$ cat config.mk
export PLATFORM = sky130hd
export DESIGN_NAME = mem_arbiter
export DESIGN_NICKNAME = d
export VERILOG_FILES = /design/src/rtl/mem_arbiter.sv
export SDC_FILE = /design/constraint.sdc
export NUM_CORES = 1
export LEC_CHECK = 0
export ABC_AREA = 1
export CELL_PAD_IN_SITES_DETAIL_PLACEMENT = 0
export CELL_PAD_IN_SITES_GLOBAL_PLACEMENT = 1
export CORE_MARGIN = 1
export CORE_UTILIZATION = 19
export CTS_CLUSTER_SIZE = 30
export DETAILED_ROUTE_END_ITERATION = 8
export PLACE_DENSITY_LB_ADDON = 0.1
export SLEW_MARGIN = 20
export SYNTH_ARGS = -nofsm -noshare
export SYNTH_HDL_FRONTEND = slang
export SYNTH_SLANG_ARGS = --single-unit
$ cat constraint.sdc
create_clock -name clk -period 1.3 [get_ports clk]
set_input_delay 0.13 -clock clk [delete_from_list [all_inputs] [get_ports clk]]
set_output_delay 0.13 -clock clk [all_outputs]
set_load 0.03 [all_outputs]
$ cat src/rtl/mem_arbiter.sv
// mem_arbiter: shares the single-port data memory between the core MEM
// stage and an auxiliary master (host loader / display reader).
//
// Ports
//   clk, rst_n            clock, asynchronous active-low reset
//   core_req/we/addr/wdata core request, held until core_gnt
//   core_gnt              core owns the memory this cycle (combinational)
//   core_rvalid/rdata     registered read response, one cycle after grant
//   aux_req/we/addr/wdata aux request, held until aux_gnt
//   aux_gnt               aux owns the memory this cycle (combinational)
//   aux_rvalid/rdata      registered read response, one cycle after grant
//   mem_we/addr/wdata     drive to mem_stage write_enable/address/write_data
//   mem_rdata             combinational read_data from mem_stage
//
// Build option
//   MEM_ARB_ROUND_ROBIN_EN  defined: alternate on contention using last_gnt
//                           (no aging counter, MAX_WAIT unused).
//                           undefined: core priority with MAX_WAIT aging.

module mem_arbiter #(
    parameter int N        = 32,
    parameter int MAX_WAIT = 4
) (
    input  logic         clk,
    input  logic         rst_n,

    input  logic         core_req,
    input  logic         core_we,
    input  logic [N-1:0] core_addr,
    input  logic [N-1:0] core_wdata,
    output logic         core_gnt,
    output logic         core_rvalid,
    output logic [N-1:0] core_rdata,

    input  logic         aux_req,
    input  logic         aux_we,
    input  logic [N-1:0] aux_addr,
    input  logic [N-1:0] aux_wdata,
    output logic         aux_gnt,
    output logic         aux_rvalid,
    output logic [N-1:0] aux_rdata,

    output logic         mem_we,
    output logic [N-1:0] mem_addr,
    output logic [N-1:0] mem_wdata,
    input  logic [N-1:0] mem_rdata
);

    typedef enum logic [1:0] {
        RESP_NONE = 2'd0,
        RESP_CORE = 2'd1,
        RESP_AUX  = 2'd2
    } resp_t;

    resp_t resp_sel;
    logic  aux_wins;
    logic  core_rd;
    logic  aux_rd;

    // ------------------------------------------------------------------
    // Arbitration policy
    // ------------------------------------------------------------------
`ifdef MEM_ARB_ROUND_ROBIN_EN

    typedef enum logic {
        GNT_CORE = 1'b0,
        GNT_AUX  = 1'b1
    } owner_t;

    owner_t last_gnt;

    // On contention the port that did not win last time gets the memory.
    assign aux_wins = ~core_req | (last_gnt == GNT_CORE);

    always_ff @(posedge clk or negedge rst_n) begin
        if (!rst_n) begin
            last_gnt <= GNT_CORE;
        end else if (core_gnt) begin
            last_gnt <= GNT_CORE;
        end else if (aux_gnt) begin
            last_gnt <= GNT_AUX;
        end
    end

`else

    localparam logic [3:0] WAIT_LIM = 4'(MAX_WAIT);

    logic [3:0] wait_cnt;

    // Aux normally yields to the core, but once it has been denied
    // MAX_WAIT cycles in a row it takes the memory regardless.
    assign aux_wins = ~core_req | (wait_cnt >= WAIT_LIM);

    always_ff @(posedge clk or negedge rst_n) begin
        if (!rst_n) begin
            wait_cnt <= 4'd0;
        end else if (aux_gnt || !aux_req) begin
            wait_cnt <= 4'd0;
        end else if (wait_cnt < WAIT_LIM) begin
            wait_cnt <= wait_cnt + 4'd1;
        end
    end

`endif

    // Grants are forced low during reset so nothing reaches the memory.
    assign aux_gnt  = rst_n & aux_req & aux_wins;
    assign core_gnt = rst_n & core_req & ~aux_gnt;

    assign core_rd  = core_gnt & ~core_we;
    assign aux_rd   = aux_gnt & ~aux_we;

    // ------------------------------------------------------------------
    // Memory drive: winner's command, all zero when idle
    // ------------------------------------------------------------------
    always_comb begin
        mem_we    = 1'b0;
        mem_addr  = '0;
        mem_wdata = '0;
        unique case (1'b1)
            core_gnt: begin
                mem_we    = core_we;
                mem_addr  = core_addr;
                mem_wdata = core_wdata;
            end
            aux_gnt: begin
                mem_we    = aux_we;
                mem_addr  = aux_addr;
                mem_wdata = aux_wdata;
            end
            default: begin
                mem_we    = 1'b0;
                mem_addr  = '0;
                mem_wdata = '0;
            end
        endcase
    end

    // ------------------------------------------------------------------
    // Read response FSM
    // resp_sel names the port whose data was captured at the last edge;
    // the rvalid flags are registered alongside it so they pulse for
    // exactly one cycle and back-to-back reads give adjacent pulses.
    // ------------------------------------------------------------------
    always_ff @(posedge clk or negedge rst_n) begin
        if (!rst_n) begin
            resp_sel    <= RESP_NONE;
            core_rvalid <= 1'b0;
            aux_rvalid  <= 1'b0;
            core_rdata  <= '0;
            aux_rdata   <= '0;
        end else begin
            unique case (1'b1)
                core_rd: begin
                    resp_sel    <= RESP_CORE;
                    core_rvalid <= 1'b1;
                    aux_rvalid  <= 1'b0;
                    core_rdata  <= mem_rdata;
                end
                aux_rd: begin
                    resp_sel    <= RESP_AUX;
                    core_rvalid <= 1'b0;
                    aux_rvalid  <= 1'b1;
                    aux_rdata   <= mem_rdata;
                end
                default: begin
                    resp_sel    <= RESP_NONE;
                    core_rvalid <= 1'b0;
                    aux_rvalid  <= 1'b0;
                end
            endcase
        end
    end

endmodule
==> flow_metrics.tcl, run 1 <==
set metrics [dict create \
    rsz_0062_raised_after_global_routing "yes" \
    netlist.top_cell.by_area "sky130_fd_sc_hd__dfrtp_1" \
    mappedNetlistArea_um2 3600 \
    postRouteAntennaNets 0 \
    power.share.combinational_pct 42.3 \
    worst-slew-pin-transition_ns 0.857 \
    dominantRegCellSynth "sky130_fd_sc_hd__dfrtp_1" \
    critPathMaxFanout 7 \
    p_switching_mw 3.40 \
    detail_route.iter0.violations 124 \
    clkPwrFrac_pct 27.7 \
    final_hold_viol_count 0 \
    worst-endpoint-required_ns 1.17 \
    power.density_nw_per_um2 1040 \
    intPower_mw 6.02 \
    cts_max_path_buffers 2 \
    power.sequential.fraction_pct 30.0 \
    core_area_um2 18300 \
    worst_r2r_path_depth 10 \
    grt_pass1_wl_mm 29.0 \
    rr_startpoint "wait_cnt[3]$_DFFE_PN0P_" \
    drive_above_1_share_pct 39.3 \
    rrSetupSlack_ns -0.38 \
    post-route-drc-count 0 \
    timing.max_slew.rel_slack_pct 42.9 \
    clock_skew_ns 0.00749 \
    violated_checks "negative setup slack" \
    die-width_um 140 \
    detailed_place_hpwl_mm 13.3 \
    placed_cell_area_um2 7590 \
    worstPathArrival_ns 1.73 \
    synth_cells 515 \
    run_status "finished, violations left" \
    route.vias.total 4618 \
    synth_top_area_share_pct 48.7 \
    post_synth_edffs 0 \
    total_leakage_power_nw 4.53 \
    floorplan.initialDensity_pct 19.7 \
    clock_sink_count 70 \
    tritoncts "yes" \
    aggregate_global_routing_overflow 0 \
    filler_cell_count 1726 \
    final_core_utilization_pct 49.5 \
    layout_worst_path_cycle_share_pct 143 \
    numCtsBuffers 9 \
    placement.io_buffers 298 \
    fmax_ghz 0.537 \
    worstSkewPairLatency_ns 0.33 \
    synth_fp_nets 682 \
    post_synthesis_sequential_area_ratio_pct 48.7 \
    fin_worst_hold_slack_ns 0.0519 \
    critPathLaunchType "register" \
    clk_root_buf "sky130_fd_sc_hd__clkbuf_16" \
    post_drt_wl_per_cell_um 18.1 \
    synth.most_common_cell "sky130_fd_sc_hd__nand2_1" \
    antenna_found_initial 2 \
    hold_path_class "in2async" \
    maxCapViolCount 0 \
    synth_async_sr_flop_share_pct 100 \
    final_max_slew_viol_count 0 \
    cts_max_level 3 \
    avgSynthCellArea_um2 6.98 \
    r2r-end "aux_rdata[3]$_DFFE_PN0P_" \
    cts.clk_slew.worst_paths_ns 0.05 \
    finalInstanceArea_um2 9040 \
    setup_slack_ns -0.563 \
    boundaryPins 299 \
    synthToLayoutAreaGrowth_pct 151 \
    finalNetCount 1012 \
    height_of_the_die_um 140 \
    grt_max_degree 65 \
    routed_wl_mm 19.5 \
    p_sw_share_pct 36.1 \
    number_of_synthesized_register_bits 70 \
    ys_top_cells_by_area "sky130_fd_sc_hd__dfrtp_1 49%, sky130_fd_sc_hd__nand2_1 38%, sky130_fd_sc_hd__nand4_1 5.6%" \
    synthTopCellsByCount "360 x sky130_fd_sc_hd__nand2_1, 70 x sky130_fd_sc_hd__dfrtp_1, 32 x sky130_fd_sc_hd__nand4_1, 18 x sky130_fd_sc_hd__buf_2, 8 x sky130_fd_sc_hd__clkbuf_1" \
    vias_per_cell 4.28 \
    crit_end_category "output port" \
    setup_viol_count_final 137 \
    globalRouteTotalUtil_pct 19.8 \
    floorplan.die_area_um2 19500 \
    timing_worst_setup_path_type "reg2out" \
    gp_congestion 0.817 \
    max_ir_drop_vdd_mv 0.586 \
    drt-pass1-iter-count 4 \
    fp-row-count 49 \
    synth_cell_type_count 17 \
    synth-warning-count 0 \
    first_global_vias 4818 \
    period_minus_slack_ns 1.86 \
]
-- cells in the final DEF (no fill, tap or decap), types with 2 or more instances in the layout --
| cell | Yosys | routed |
|---|---|---|
| sky130_fd_sc_hd__dlygate4sd2_1 | 0 | 55 |
| sky130_fd_sc_hd__nand2_2 | 1 | 75 |
| sky130_fd_sc_hd__nand2_8 | 0 | 2 |
| sky130_fd_sc_hd__clkinv_2 | 0 | 2 |
| sky130_fd_sc_hd__a21oi_1 | 2 | 2 |
| sky130_fd_sc_hd__buf_6 | 6 | 52 |
| sky130_fd_sc_hd__nor2_1 | 3 | 3 |
| sky130_fd_sc_hd__dfrtp_1 | 70 | 70 |
| sky130_fd_sc_hd__buf_8 | 0 | 4 |
| sky130_fd_sc_hd__clkinv_1 | 2 | 2 |
| sky130_fd_sc_hd__bufinv_16 | 0 | 2 |
| sky130_fd_sc_hd__bufbuf_16 | 0 | 3 |
| sky130_fd_sc_hd__buf_16 | 0 | 9 |
| sky130_fd_sc_hd__nand4_1 | 32 | 32 |
| sky130_fd_sc_hd__nand2_1 | 360 | 178 |
| sky130_fd_sc_hd__inv_1 | 4 | 4 |
| sky130_fd_sc_hd__clkdlybuf4s50_1 | 0 | 164 |
| sky130_fd_sc_hd__buf_12 | 0 | 29 |
| sky130_fd_sc_hd__clkbuf_16 | 0 | 10 |
| sky130_fd_sc_hd__buf_4 | 0 | 32 |
| sky130_fd_sc_hd__nand2_4 | 0 | 106 |
-- cells by family after synthesis --
family	share of synthesized area [%]
adder cells (fa/ha/maj)	0.348
AND/OR/NAND/NOR	44.1
buffers and inverters	6.05
AO/OA/AOI/OAI	0.557
flip-flops	48.7
XOR/XNOR	0.244
-- state kept, by name, indices dropped and copies added (netlist names) --
| signal | cells |
|---|---|
| aux_rvalid | 1 |
| wait_cnt | 4 |
| aux_rdata | 32 |
| core_rvalid | 1 |
| core_rdata | 32 |
-- per-stage QoR --
step	setup slack, ns	total power [mW]	TNS (ns)	cells
after floorplan	-0.150	4.61	-9.39	515
after global placement	-0.382	6.66	-41.61	1037
after detailed placement	-0.389	6.69	-42.16	1037
after CTS	-0.545	9.47	-47.64	1076
after global routing	-0.688	9.91	-69.41	1080
final	-0.563	9.42	-52.16	1080
-- worst max-delay path, cell delays in order (launching register included) --
cell	delay (ns)
sky130_fd_sc_hd__dfrtp_1	0.40
sky130_fd_sc_hd__nor2_2	0.13
sky130_fd_sc_hd__nand2_1	0.09
sky130_fd_sc_hd__nand2_2	0.10
sky130_fd_sc_hd__nand2_4	0.08
sky130_fd_sc_hd__inv_8	0.08
sky130_fd_sc_hd__buf_6	0.12
sky130_fd_sc_hd__buf_12	0.14
sky130_fd_sc_hd__nand2_2	0.08
sky130_fd_sc_hd__nand2_4	0.07
sky130_fd_sc_hd__buf_6	0.13
-- area by class of cell --
type | count | area [um2] | area share (%)
antenna | 1 | 2.50 | 0.0277
clock buffer | 10 | 229 | 2.53
clock inverter | 6 | 86.3 | 0.955
inverter | 8 | 42.5 | 0.471
multi-input combinational | 405 | 2660 | 29.4
sequential | 70 | 1750 | 19.4
tap | 229 | 287 | 3.17
timing repair buffer | 351 | 3980 | 44.0
-- how the worst max path moves through the flow --
stage / startpoint / slack (ns) / cells after the start / end
floorplan: wait_cnt[3]$_DFFE_PN0P_ / -0.15 / 9 / mem_addr[11]
global route: wait_cnt[3]$_DFFE_PN0P_ / -0.69 / 10 / mem_wdata[4]
global placement: aux_req / -0.38 / 9 / mem_wdata[30]
detailed placement: aux_req / -0.39 / 9 / mem_addr[31]
finish: wait_cnt[3]$_DFFE_PN0P_ / -0.56 / 10 / mem_wdata[16]
CTS: wait_cnt[2]$_DFFE_PN0P_ / -0.55 / 10 / mem_wdata[18]
-- power by group through the flow --
| stage | logic [mW] | clock network, mW | registers [mW] |
|---|---|---|---|
| CTS | 3.96 | 2.68 | 2.84 |
| global route | 4.21 | 2.81 | 2.89 |
| finish | 3.98 | 2.61 | 2.83 |
| floorplan | 1.00 | 0 | 3.61 |
| global placement | 3.80 | 0 | 2.86 |
| detailed placement | 3.82 | 0 | 2.87 |
-- layer usage --
metal  GRT usage (%)  vias up  part of all wire (%)
met2            36.6      177                    52
met3            6.43       29                   7.9
met4            5.96        2                   2.6
li1                -     2264                     -
met5               0        -                 0.067
met1            21.4     2146                    37
-- repair_timing --
item | CTS | global route
setup buffers | 10 | 2
pin swaps | 3 | 5
cloned | 12 | 1
hold endpoints to repair | 6 | 0
endpoints found under the setup margin | 187 | 138
hold buffers | 1 | 0
gates resized for setup | 220 | 38
Note: power is estimated with default switching activity, not from simulation.
==> run 2: changes to the inputs <==
- CELL_PAD_IN_SITES_DETAIL_PLACEMENT: 0 -> not set
- CELL_PAD_IN_SITES_GLOBAL_PLACEMENT: 1 -> not set
- CORE_AREA: not set -> 2 2 116 118
- CORE_MARGIN: 1 -> not set
- CORE_UTILIZATION: 19 -> not set
- DIE_AREA: not set -> 0 0 118 120
- PLACE_DENSITY: not set -> 0.74
- PLACE_DENSITY_LB_ADDON: 0.1 -> not set
==> run 2 against run 1 <==
Core utilization grew 22 points. Non-clock buffer count grew 5. The flow still finishes with violations (negative setup slack). Setup slack lost 0.027 ns. Total power shrank 0.99%. Wire length grew 8.6%. Die area shrank 27%. Sequential share of layout area shrank 0.48 points. Clock skew shrank 0.0028 ns. Fmax shrank 1.4%.
==> flow_metrics.tcl, run 2 (synthesis gave the netlist of run 1 again) <==
set metrics [dict create \
    run_status "finished, violations left" \
    violated_checks "negative setup slack" \
    cts.clk_slew.worst_paths_ns 0.05 \
    drt-pass1-iter-count 4 \
    rrSetupSlack_ns -0.52 \
    die-width_um 118 \
    worstPathArrival_ns 1.76 \
    floorplan.die_area_um2 14200 \
    synthToLayoutAreaGrowth_pct 158 \
    final_max_slew_viol_count 0 \
    drive_above_1_share_pct 41.6 \
    setup_slack_ns -0.590 \
    place_ws_ns -0.452 \
    detailed_place_hpwl_mm 12.9 \
    timing.max_slew.rel_slack_pct 46.0 \
    max_ir_drop_vdd_mv 1.12 \
    tritoncts "yes" \
    grt_pass1_wl_mm 31.4 \
    place.detailed.instances 979 \
    total_leakage_power_nw 4.71 \
    cts_max_level 3 \
    filler_cell_count 936 \
    r2r-end "core_rdata[7]$_DFFE_PN0P_" \
    fmax_ghz 0.529 \
    floorplan.initialDensity_pct 27.7 \
    globalRouteTotalUtil_pct 29.1 \
    cpMostUsedCell "sky130_fd_sc_hd__nand2_4" \
    routed_wl_mm 21.2 \
    critPathMaxStageDelay_ns 0.39 \
    grt_max_degree 66 \
    vias_per_cell 4.91 \
    top_regs "aux_rdata x32, core_rdata x32, wait_cnt x4" \
    boundaryPins 299 \
    maxCapViolCount 0 \
    worstSkewPairLatency_ns 0.33 \
    period_minus_slack_ns 1.89 \
    route.vias.total 5054 \
    tns_ns -64.89 \
    clock_skew_ns 0.00470 \
    finalNonFillerCells 1030 \
    layout_common_cells "164 x sky130_fd_sc_hd__clkdlybuf4s50_1, 155 x sky130_fd_sc_hd__nand2_1, 118 x sky130_fd_sc_hd__nand2_4, 87 x sky130_fd_sc_hd__nand2_2, 70 x sky130_fd_sc_hd__dfrtp_1" \
    layout_worst_path_cycle_share_pct 145 \
    power.density_nw_per_um2 1010 \
    height_of_the_die_um 120 \
    post-route-drc-count 0 \
    worst_setup_path_endpoint "mem_addr[29]" \
    core_area_um2 13000 \
    n_antenna_cell 0 \
    rsz_0062_raised_after_global_routing "yes" \
    final_hold_viol_count 0 \
    numCtsBuffers 9 \
    critPathMaxFanout 8 \
    placed_cell_area_um2 7480 \
    detail_route.iter0.violations 337 \
    postRouteAntennaNets 0 \
    worst-slew-pin-transition_ns 0.811 \
    finalInstanceArea_um2 9270 \
    post_drt_wl_per_cell_um 20.6 \
    rr_startpoint "wait_cnt[3]$_DFFE_PN0P_" \
    crit_end_category "output port" \
    setup_viol_count_final 133 \
    antenna_found_initial 1 \
    timing_worst_setup_path_type "reg2out" \
    finalNetCount 1018 \
    cts_max_path_buffers 2 \
    placement.io_buffers 298 \
    clk_root_buf "sky130_fd_sc_hd__clkbuf_16" \
    timing.critical_path.from "wait_cnt[3]$_DFFE_PN0P_" \
    crit_slowest_cell "sky130_fd_sc_hd__dfrtp_1" \
    clock_sink_count 70 \
    fp-row-count 42 \
    gp_congestion 0.928 \
    critPathLaunchType "register" \
    worstPathCellList "nor2_2, nand2_1, nand2_2, nand2_4, clkinv_8, buf_12, buf_16, nand2_4, nand2_4, buf_12" \
    aggregate_global_routing_overflow 0 \
    first_global_vias 5304 \
    worst-endpoint-required_ns 1.17 \
    worst_r2r_path_depth 12 \
    hold_path_class "in2async" \
    layout_commonest_cell "sky130_fd_sc_hd__clkdlybuf4s50_1" \
]
-- run 2: cell types whose count changed in the layout (fill, tap and decap cells not counted), moves of 3 or more --
cell and delta:
sky130_fd_sc_hd__bufbuf_16 -3, sky130_fd_sc_hd__nand2_2 +12, sky130_fd_sc_hd__buf_4 -16, sky130_fd_sc_hd__buf_16 +9, sky130_fd_sc_hd__nand2_1 -23, sky130_fd_sc_hd__dlygate4sd2_1 +6, sky130_fd_sc_hd__buf_8 -3, sky130_fd_sc_hd__nand2_4 +12
sky130_fd_sc_hd__buf_6 +9
-- run 2: power by group --
| part | internal [mW] | leakage [nW] | switching, mW |
|---|---|---|---|
| Clock | 1.57 | 0.142 | 0.853 |
| Combinational | 1.77 | 3.68 | 2.31 |
| Sequential | 2.58 | 0.883 | 0.237 |
-- run 2: worst max-delay path, delay by kind of cell, from the launching register on --
family,cells,cell delay (ns)
buf+inv,4,0.47
flops,1,0.39
simple gates,6,0.55
-- run 2: worst min path at each step --
| stage | startpoint | endpoint | depth (start not counted) |
|---|---|---|---|
| CTS | rst_n | aux_rdata[25]$_DFFE_PN0P_ | 2 |
| floorplan | rst_n | aux_rdata[0]$_DFFE_PN0P_ | 0 |
| global placement | rst_n | wait_cnt[3]$_DFFE_PN0P_ | 2 |
| global route | rst_n | aux_rdata[23]$_DFFE_PN0P_ | 2 |
| detailed placement | rst_n | wait_cnt[0]$_DFFE_PN0P_ | 2 |
| finish | rst_n | aux_rdata[25]$_DFFE_PN0P_ | 2 |
-- run 2: timing repair --
item,in CTS,in global routing
cloned,18,3
pin swaps,36,4
endpoints found under the hold margin,5,0
setup buffers,14,1
hold buffers,1,0
setup endpoints to repair,195,138
gates resized for setup,275,40
-- run 2: area by class of cell --
| class | instances | area (um2) | share of cell area (%) |
|---|---|---|---|
| timing repair buffer | 356 | 4170 | 45.0 |
| multi-input combinational | 405 | 2770 | 29.9 |
| sequential | 70 | 1750 | 18.9 |
| clock buffer | 13 | 260 | 2.81 |
| tap | 176 | 220 | 2.38 |
| inverter | 8 | 55.1 | 0.594 |
| clock inverter | 1 | 30.0 | 0.324 |
| timing repair inverter | 1 | 8.76 | 0.0945 |
-- run 2: through the flow --
step / hold WS [ns] / power (mW) / util, %
finish: 0.0351 / 9.32 / 71.4
global route: 0.118 / 9.69 / 71.4
CTS: 0.0639 / 9.26 / 69.7
detailed placement: 0.0727 / 6.61 / 57.7
global placement: 0.0780 / 6.56 / 57.7
floorplan: -0.166 / 4.61 / -
-- run 2: per-layer routing --
metal | share of wire (%) | vias up | global-route usage (%)
li1 | - | 2269 | -
met1 | 37 | 2434 | 32.6
met2 | 50 | 288 | 50.4
met3 | 8.7 | 61 | 9.46
met4 | 4.0 | 2 | 13.0
met5 | 0.033 | - | 0
==> run 3: changes to the inputs <==
- ABC_CLOCK_PERIOD_IN_PS: not set -> 1300
==> results of run 3 <==
The final DEF is identical to that of run 2; final timing and power are the same.
